### config.mk
export PLATFORM = sky130hd
export DESIGN_NAME = pc_redirect_ctrl_flat
export DESIGN_NICKNAME = d
export VERILOG_FILES = /design/src/rtl/pc_redirect_ctrl_pkg.sv /design/src/rtl/pc_redirect_ctrl_if.sv /design/src/rtl/pc_redirect_ctrl_load_use_detect.sv /design/src/rtl/pc_redirect_ctrl.sv /design/src/flat_wrapper.sv
export SDC_FILE = /design/constraint.sdc
export NUM_CORES = 1
export LEC_CHECK = 0
export CORE_MARGIN = 2
export CORE_UTILIZATION = 46
export DETAILED_ROUTE_END_ITERATION = 16
export PLACE_DENSITY = 0.91
export REMOVE_ABC_BUFFERS = 1
export SYNTH_ARGS = -nofsm -noshare
export SYNTH_HDL_FRONTEND = slang
export SYNTH_SLANG_ARGS = --single-unit
### constraint.sdc
create_clock -name clk -period 2.6 [get_ports clk]
set_clock_uncertainty 0.15 [all_clocks]
set_input_delay 0.39 -clock clk [delete_from_list [all_inputs] [get_ports clk]]
set_output_delay 0.39 -clock clk [all_outputs]
set_load 0.05 [all_outputs]
### src/rtl/pc_redirect_ctrl_pkg.sv
// Shared types and constants for the front-end redirect sequencer.
// Imported by the interface, the load-use detector and the top.
package pc_redirect_ctrl_pkg;

  typedef enum logic {
    RUN        = 1'b0,
    REDIR_WAIT = 1'b1
  } fe_state_t;

  localparam int XLEN_DEFAULT  = 32;
  localparam int CNT_W_DEFAULT = 16;
  localparam logic [4:0] REG_ZERO = 5'd0;

endpackage

### src/rtl/pc_redirect_ctrl_if.sv
// Pipeline-side bundle for the redirect sequencer.
// The master modport is the sequencer; the slave modport is the pipeline/imem side.
interface pc_redirect_ctrl_if
  import pc_redirect_ctrl_pkg::*;
#(
  parameter int XLEN  = XLEN_DEFAULT,
  parameter int CNT_W = CNT_W_DEFAULT
);

  logic             ex_valid;
  logic             ex_pc_src;
  logic [XLEN-1:0]  ex_target;
  logic             ex_mem_read;
  logic [4:0]       ex_rd;
  logic [4:0]       id_rs1;
  logic [4:0]       id_rs2;
  logic             imem_ready;

  logic             imem_req;
  logic             pc_we;
  logic             pc_sel;
  logic [XLEN-1:0]  redirect_pc;
  logic             if_id_we;
  logic             if_id_flush;
  logic             id_ex_flush;
  logic [CNT_W-1:0] redirect_cnt;

  modport master (
    input  ex_valid, ex_pc_src, ex_target, ex_mem_read, ex_rd, id_rs1, id_rs2, imem_ready,
    output imem_req, pc_we, pc_sel, redirect_pc, if_id_we, if_id_flush, id_ex_flush,
           redirect_cnt
  );

  modport slave (
    output ex_valid, ex_pc_src, ex_target, ex_mem_read, ex_rd, id_rs1, id_rs2, imem_ready,
    input  imem_req, pc_we, pc_sel, redirect_pc, if_id_we, if_id_flush, id_ex_flush,
           redirect_cnt
  );

endinterface

### src/rtl/pc_redirect_ctrl_load_use_detect.sv
// Load-use hazard detector: a load in EX whose destination feeds an ID source.
// x0 is never a hazard since it is hardwired to zero.
module load_use_detect
  import pc_redirect_ctrl_pkg::*;
(
  input  logic       ex_mem_read_i,
  input  logic [4:0] ex_rd_i,
  input  logic [4:0] id_rs1_i,
  input  logic [4:0] id_rs2_i,
  output logic       lu_o
);

  assign lu_o = ex_mem_read_i && (ex_rd_i != REG_ZERO) &&
                ((ex_rd_i == id_rs1_i) || (ex_rd_i == id_rs2_i));

endmodule

### src/rtl/pc_redirect_ctrl.sv
// Front-end sequencer: PC write/select, IF/ID and ID/EX control, redirect hold
// while a fetch is outstanding, and a wrapping redirect counter.
//
// state      | meaning
// RUN        | normal fetch; redirect, load-use and fetch-stall handling
// REDIR_WAIT | redirect accepted during a stalled fetch; target held in tgt_q
module pc_redirect_ctrl
  import pc_redirect_ctrl_pkg::*;
#(
  parameter int XLEN  = XLEN_DEFAULT,
  parameter int CNT_W = CNT_W_DEFAULT
) (
  input  logic                 clk,
  input  logic                 rst,
  pc_redirect_ctrl_if.master   bus
);

  fe_state_t        state_q, state_d;
  logic [XLEN-1:0]  tgt_q, tgt_d;
  logic [CNT_W-1:0] cnt_q, cnt_d;

  logic redir;
  logic lu;

  assign redir = bus.ex_valid && bus.ex_pc_src;

  load_use_detect u_lu (
    .ex_mem_read_i (bus.ex_mem_read),
    .ex_rd_i       (bus.ex_rd),
    .id_rs1_i      (bus.id_rs1),
    .id_rs2_i      (bus.id_rs2),
    .lu_o          (lu)
  );

  // Redirects are counted when accepted, even if the PC write waits for imem.
  always_comb begin
    state_d = state_q;
    tgt_d   = tgt_q;
    cnt_d   = cnt_q;
    case (state_q)
      RUN: begin
        if (redir) begin
          cnt_d = cnt_q + CNT_W'(1);
          if (!bus.imem_ready) begin
            state_d = REDIR_WAIT;
            tgt_d   = bus.ex_target;
          end
        end
      end
      REDIR_WAIT: begin
        if (bus.imem_ready) begin
          state_d = RUN;
        end
      end
      default: state_d = RUN;
    endcase
  end

  always_ff @(posedge clk) begin
    if (rst) begin
      state_q <= RUN;
      tgt_q   <= '0;
      cnt_q   <= '0;
    end else begin
      state_q <= state_d;
      tgt_q   <= tgt_d;
      cnt_q   <= cnt_d;
    end
  end

  always_comb begin
    bus.imem_req     = 1'b1;
    bus.pc_we        = 1'b0;
    bus.pc_sel       = 1'b0;
    bus.redirect_pc  = (state_q == REDIR_WAIT) ? tgt_q : bus.ex_target;
    bus.if_id_we     = 1'b1;
    bus.if_id_flush  = 1'b0;
    bus.id_ex_flush  = 1'b0;
    bus.redirect_cnt = rst ? '0 : cnt_q;

    if (rst) begin
      bus.imem_req    = 1'b0;
      bus.if_id_we    = 1'b0;
      bus.if_id_flush = 1'b1;
      bus.id_ex_flush = 1'b1;
    end else if (state_q == REDIR_WAIT) begin
      // The word returning now was fetched from the stale path.
      bus.pc_we       = bus.imem_ready;
      bus.pc_sel      = 1'b1;
      bus.if_id_flush = 1'b1;
      bus.id_ex_flush = 1'b1;
    end else if (redir) begin
      bus.pc_we       = bus.imem_ready;
      bus.pc_sel      = 1'b1;
      bus.if_id_flush = 1'b1;
      bus.id_ex_flush = 1'b1;
    end else if (lu) begin
      // ID holds; a fetch completing now is simply refetched from the same PC.
      bus.if_id_we    = 1'b0;
      bus.id_ex_flush = 1'b1;
    end else if (!bus.imem_ready) begin
      bus.if_id_flush = 1'b1;
    end else begin
      bus.pc_we       = 1'b1;
    end
  end

endmodule

### src/flat_wrapper.sv
// flat-port wrapper written by rule: the top's interface ports become plain ports
module pc_redirect_ctrl_flat import pc_redirect_ctrl_pkg::*;
#(
  parameter int XLEN  = XLEN_DEFAULT,
  parameter int CNT_W = CNT_W_DEFAULT
)
  (clk, rst, bus_ex_valid, bus_ex_pc_src, bus_ex_target, bus_ex_mem_read, bus_ex_rd, bus_id_rs1, bus_id_rs2, bus_imem_ready, bus_imem_req, bus_pc_we, bus_pc_sel, bus_redirect_pc, bus_if_id_we, bus_if_id_flush, bus_id_ex_flush, bus_redirect_cnt);
  pc_redirect_ctrl_if #(.XLEN(XLEN), .CNT_W(CNT_W)) bus_i ();
  input  logic clk;
  input  logic rst;
  input wire logic [$bits(bus_i.ex_valid)-1:0] bus_ex_valid;
  input wire logic [$bits(bus_i.ex_pc_src)-1:0] bus_ex_pc_src;
  input wire logic [$bits(bus_i.ex_target)-1:0] bus_ex_target;
  input wire logic [$bits(bus_i.ex_mem_read)-1:0] bus_ex_mem_read;
  input wire logic [$bits(bus_i.ex_rd)-1:0] bus_ex_rd;
  input wire logic [$bits(bus_i.id_rs1)-1:0] bus_id_rs1;
  input wire logic [$bits(bus_i.id_rs2)-1:0] bus_id_rs2;
  input wire logic [$bits(bus_i.imem_ready)-1:0] bus_imem_ready;
  output wire logic [$bits(bus_i.imem_req)-1:0] bus_imem_req;
  output wire logic [$bits(bus_i.pc_we)-1:0] bus_pc_we;
  output wire logic [$bits(bus_i.pc_sel)-1:0] bus_pc_sel;
  output wire logic [$bits(bus_i.redirect_pc)-1:0] bus_redirect_pc;
  output wire logic [$bits(bus_i.if_id_we)-1:0] bus_if_id_we;
  output wire logic [$bits(bus_i.if_id_flush)-1:0] bus_if_id_flush;
  output wire logic [$bits(bus_i.id_ex_flush)-1:0] bus_id_ex_flush;
  output wire logic [$bits(bus_i.redirect_cnt)-1:0] bus_redirect_cnt;
  assign bus_i.ex_valid = bus_ex_valid;
  assign bus_i.ex_pc_src = bus_ex_pc_src;
  assign bus_i.ex_target = bus_ex_target;
  assign bus_i.ex_mem_read = bus_ex_mem_read;
  assign bus_i.ex_rd = bus_ex_rd;
  assign bus_i.id_rs1 = bus_id_rs1;
  assign bus_i.id_rs2 = bus_id_rs2;
  assign bus_i.imem_ready = bus_imem_ready;
  assign bus_imem_req = bus_i.imem_req;
  assign bus_pc_we = bus_i.pc_we;
  assign bus_pc_sel = bus_i.pc_sel;
  assign bus_redirect_pc = bus_i.redirect_pc;
  assign bus_if_id_we = bus_i.if_id_we;
  assign bus_if_id_flush = bus_i.if_id_flush;
  assign bus_id_ex_flush = bus_i.id_ex_flush;
  assign bus_redirect_cnt = bus_i.redirect_cnt;
  pc_redirect_ctrl #(.XLEN(XLEN), .CNT_W(CNT_W)) u_core (.clk(clk), .rst(rst), .bus(bus_i));
endmodule
==> flow_metrics.py <==
metrics = {
    "status": {
        "status": "finished, final reports clean",
    },
    "floorplan": {
        "dieWidth_um": 78.4,
        "core_um2": 5440,
        "die_height_um": 78.4,
        "rows": 27,
        "initial_core_util": 0.468,
        "ioPinCount": 107,
        "die_area_um2": 6150,
    },
    "clocking": {
        "clock_latency_ns": 0.29,
        "cts.htree.levels": 2,
        "cts.path.max_buffers": 2,
        "post_cts_buffers": 0,
        "cts_sinks": 49,
        "cts_buffers": 5,
        "tritoncts": "yes",
        "cts-root-buf": "clkbuf_8",
        "clk_pin_slew_ns": 0.09,
    },
    "finish": {
        "num_antenna_cells": 0,
        "final_cell_area_um2": 4130,
        "final_nets": 462,
        "layout-drive-gt1-share": 0.252,
        "syn_to_final_growth_pct": 62.3,
        "fillers": 358,
        "final_util": 0.760,
    },
    "yosys": {
        "synth_edf_count": 0,
        "avgSynthCellArea_um2": 8.35,
        "syn_inst": 305,
        "ys.flop_type": "dfxtp_1",
        "yosysWarnings": 0,
        "syn_area_um2": 2550,
        "async_flop_share": 0,
        "ys_seq_area_frac": 0.385,
        "ys_seq_elements": 49,
        "yosysUniqueCellTypes": 36,
    },
    "sta": {
        "hold_violations": 0,
        "tightestPinTransition_ns": 0.618,
        "tns_ns": 0,
        "grt_setup_unrepaired": "no",
        "fin_crit_ns": 2.51,
        "setup_violations": 0,
        "maxSlewViolCount": 0,
        "finalCritPeriodShare": 0.964,
        "timing.final.ws_setup_ns": 0.0938,
        "fmax_ghz": 0.399,
        "slew_headroom": 0.588,
    },
    "critical_path": {
        "path_class": "in -> out",
        "slowest_delay_ns": 0.54,
        "crit_chain": "clkdlybuf4s50_1 -> xnor2_1 -> nand2_1 -> o22a_1 -> o311a_1 -> buf_12",
        "end_kind": "output pin",
        "critPathBufInv": 2,
        "cp.arrival_ns": 1.97,
        "required_ns": 2.06,
        "path_max_fanout": 3,
        "start_kind": "primary input",
        "crit_family": "buffers and inverters",
        "cpMaxStageDelayCell": "clkdlybuf4s50_1",
    },
    "drt": {
        "drtIter0Drc": 88,
        "drc": 0,
        "drt-vias-per-instance": 5.20,
        "post_drt_wl_per_cell_um": 14.4,
        "ant_nets": 0,
        "num_vias": 2495,
        "wirelength_um": 6900,
        "drtPass1Iterations": 4,
    },
    "global_routing": {
        "grt_pass1_vias": 2572,
        "grt_pass1_wl_um": 11700,
        "grt_max_degree": 33,
        "track_usage": 0.232,
        "overflow": 0,
        "antenna_found_initial": 0,
    },
    "placement": {
        "place_ws_ns": -0.100,
        "port_buffers": 106,
        "placed_cell_area_um2": 4020,
        "place_hpwl_um": 5180,
        "gp_congestion": 0.806,
    },
    "power": {
        "power_density_nw_per_um2": 452,
        "p_total_w": 0.00187,
        "leakage_nw": 1.59,
        "ir_drop_mv": 0.339,
    },
    "min_path": {
        "hold_class": "reg -> reg",
    },
    "run": {
        "max-cap-violations": 0,
    },
}
-- metal layers --
| layer | global-route usage | wire, um | vias to the layer above |
|---|---|---|---|
| met2 | 0.450 | 3740 | 80 |
| met4 | 0.0316 | 36 | 0 |
| li1 | - | - | 1237 |
| met1 | 0.271 | 2800 | 1174 |
| met3 | 0.0391 | 322 | 4 |
| met5 | 0 | 0 | - |
-- power by group --
| group | switching, W | total (W) | internal, W | leakage (nW) |
|---|---|---|---|---|
| clock | 0.000239 | 0.000519 | 0.000280 | 0.0540 |
| sequential | 0.0000113 | 0.000780 | 0.000769 | 0.397 |
| combinational | 0.000285 | 0.000570 | 0.000285 | 1.14 |
| total | 0.000536 | 0.00187 | 0.00133 | 1.59 |
-- synth_stat cells, types with 2 or more instances --
master | instances | area share
nand2_1 | 70 | 0.10
dfxtp_1 | 49 | 0.39
a21oi_1 | 35 | 0.069
mux2_2 | 33 | 0.15
nor2_1 | 21 | 0.031
xnor2_1 | 18 | 0.062
nor2b_1 | 14 | 0.034
clkbuf_1 | 11 | 0.016
nand3_1 | 7 | 0.014
buf_2 | 6 | 0.012
nor4_1 | 5 | 0.012
nor3_1 | 4 | 0.0079
inv_1 | 3 | 0.0044
o21ai_0 | 3 | 0.0059
xor2_1 | 3 | 0.010
and3_1 | 2 | 0.0049
nand4_1 | 2 | 0.0049
-- sequential cells by signal (all words and copies together), names as in the netlist --
register / flops
u_core.cnt_q: 16
u_core.state_q: 1
u_core.tgt_q: 32
-- cell families after synthesis --
| kind of cell | after synthesis | synth area share |
|---|---|---|
| AND/OR/NAND/NOR | 133 | 0.249 |
| flip-flops | 49 | 0.385 |
| AO/OA/AOI/OAI | 43 | 0.0904 |
| multiplexers | 36 | 0.160 |
| buffers and inverters | 22 | 0.0383 |
| XOR/XNOR | 21 | 0.0722 |
| adder cells (fa/ha/maj) | 1 | 0.00491 |
-- final cells by class --
| type | count | area [um^2] | share of cell area |
|---|---|---|---|
| Sequential cell | 49 | 981 | 0.237 |
| Inverter | 3 | 11.3 | 0.00272 |
| Clock buffer | 5 | 68.8 | 0.0167 |
| Tap cell | 72 | 90.1 | 0.0218 |
| Clock inverter | 2 | 35.0 | 0.00848 |
| Multi-Input combinational cell | 234 | 1470 | 0.356 |
| Timing Repair Buffer | 115 | 1480 | 0.357 |
-- cells in the final DEF, fill, tap and decap left out, types with 2 or more instances in the layout --
cell,netlist,layout
nand2_1,70,70
clkdlybuf4s50_1,0,54
dfxtp_1,49,49
buf_12,0,36
a21oi_1,35,35
mux2_2,33,33
nor2_1,21,20
buf_4,0,19
xnor2_1,18,18
nor2b_1,14,14
nand3_1,7,7
nor4_1,5,5
clkbuf_8,0,5
nor3_1,4,4
dlygate4sd2_1,0,4
inv_1,3,3
xor2_1,3,3
o21ai_0,3,2
nand4_1,2,2
and3_1,2,2
-- worst paths after layout --
kind	from	end	slack (ns)	cells past startpoint
setup / recovery	bus_ex_rd[1]	bus_pc_we	0.09	6
hold / removal	u_core.tgt_q[18]	u_core.tgt_q[18]	0.31	2
setup reg to reg	u_core.state_q	u_core.tgt_q[12]	0.76	4
hold reg to reg	u_core.tgt_q[18]	u_core.tgt_q[18]	0.31	2
-- through the flow --
step                hold slack, ns  cells
finish                       0.309    480
global route                 0.331    480
CTS                          0.309    480
detailed placement           0.295    473
global placement             0.288    473
floorplan                    0.277    286
-- tightest hold or removal path, stage by stage, from the launching register on --
cell	delay, ns
dfxtp_1	0.32
nand2_1	0.05
a21oi_1	0.05
-- repair_timing --
item                                    CTS  global route
hold buffers                              0             0
endpoints found under the setup margin    3             0
resized for setup                         6             0
Note: power is estimated with default switching activity, not from simulation.
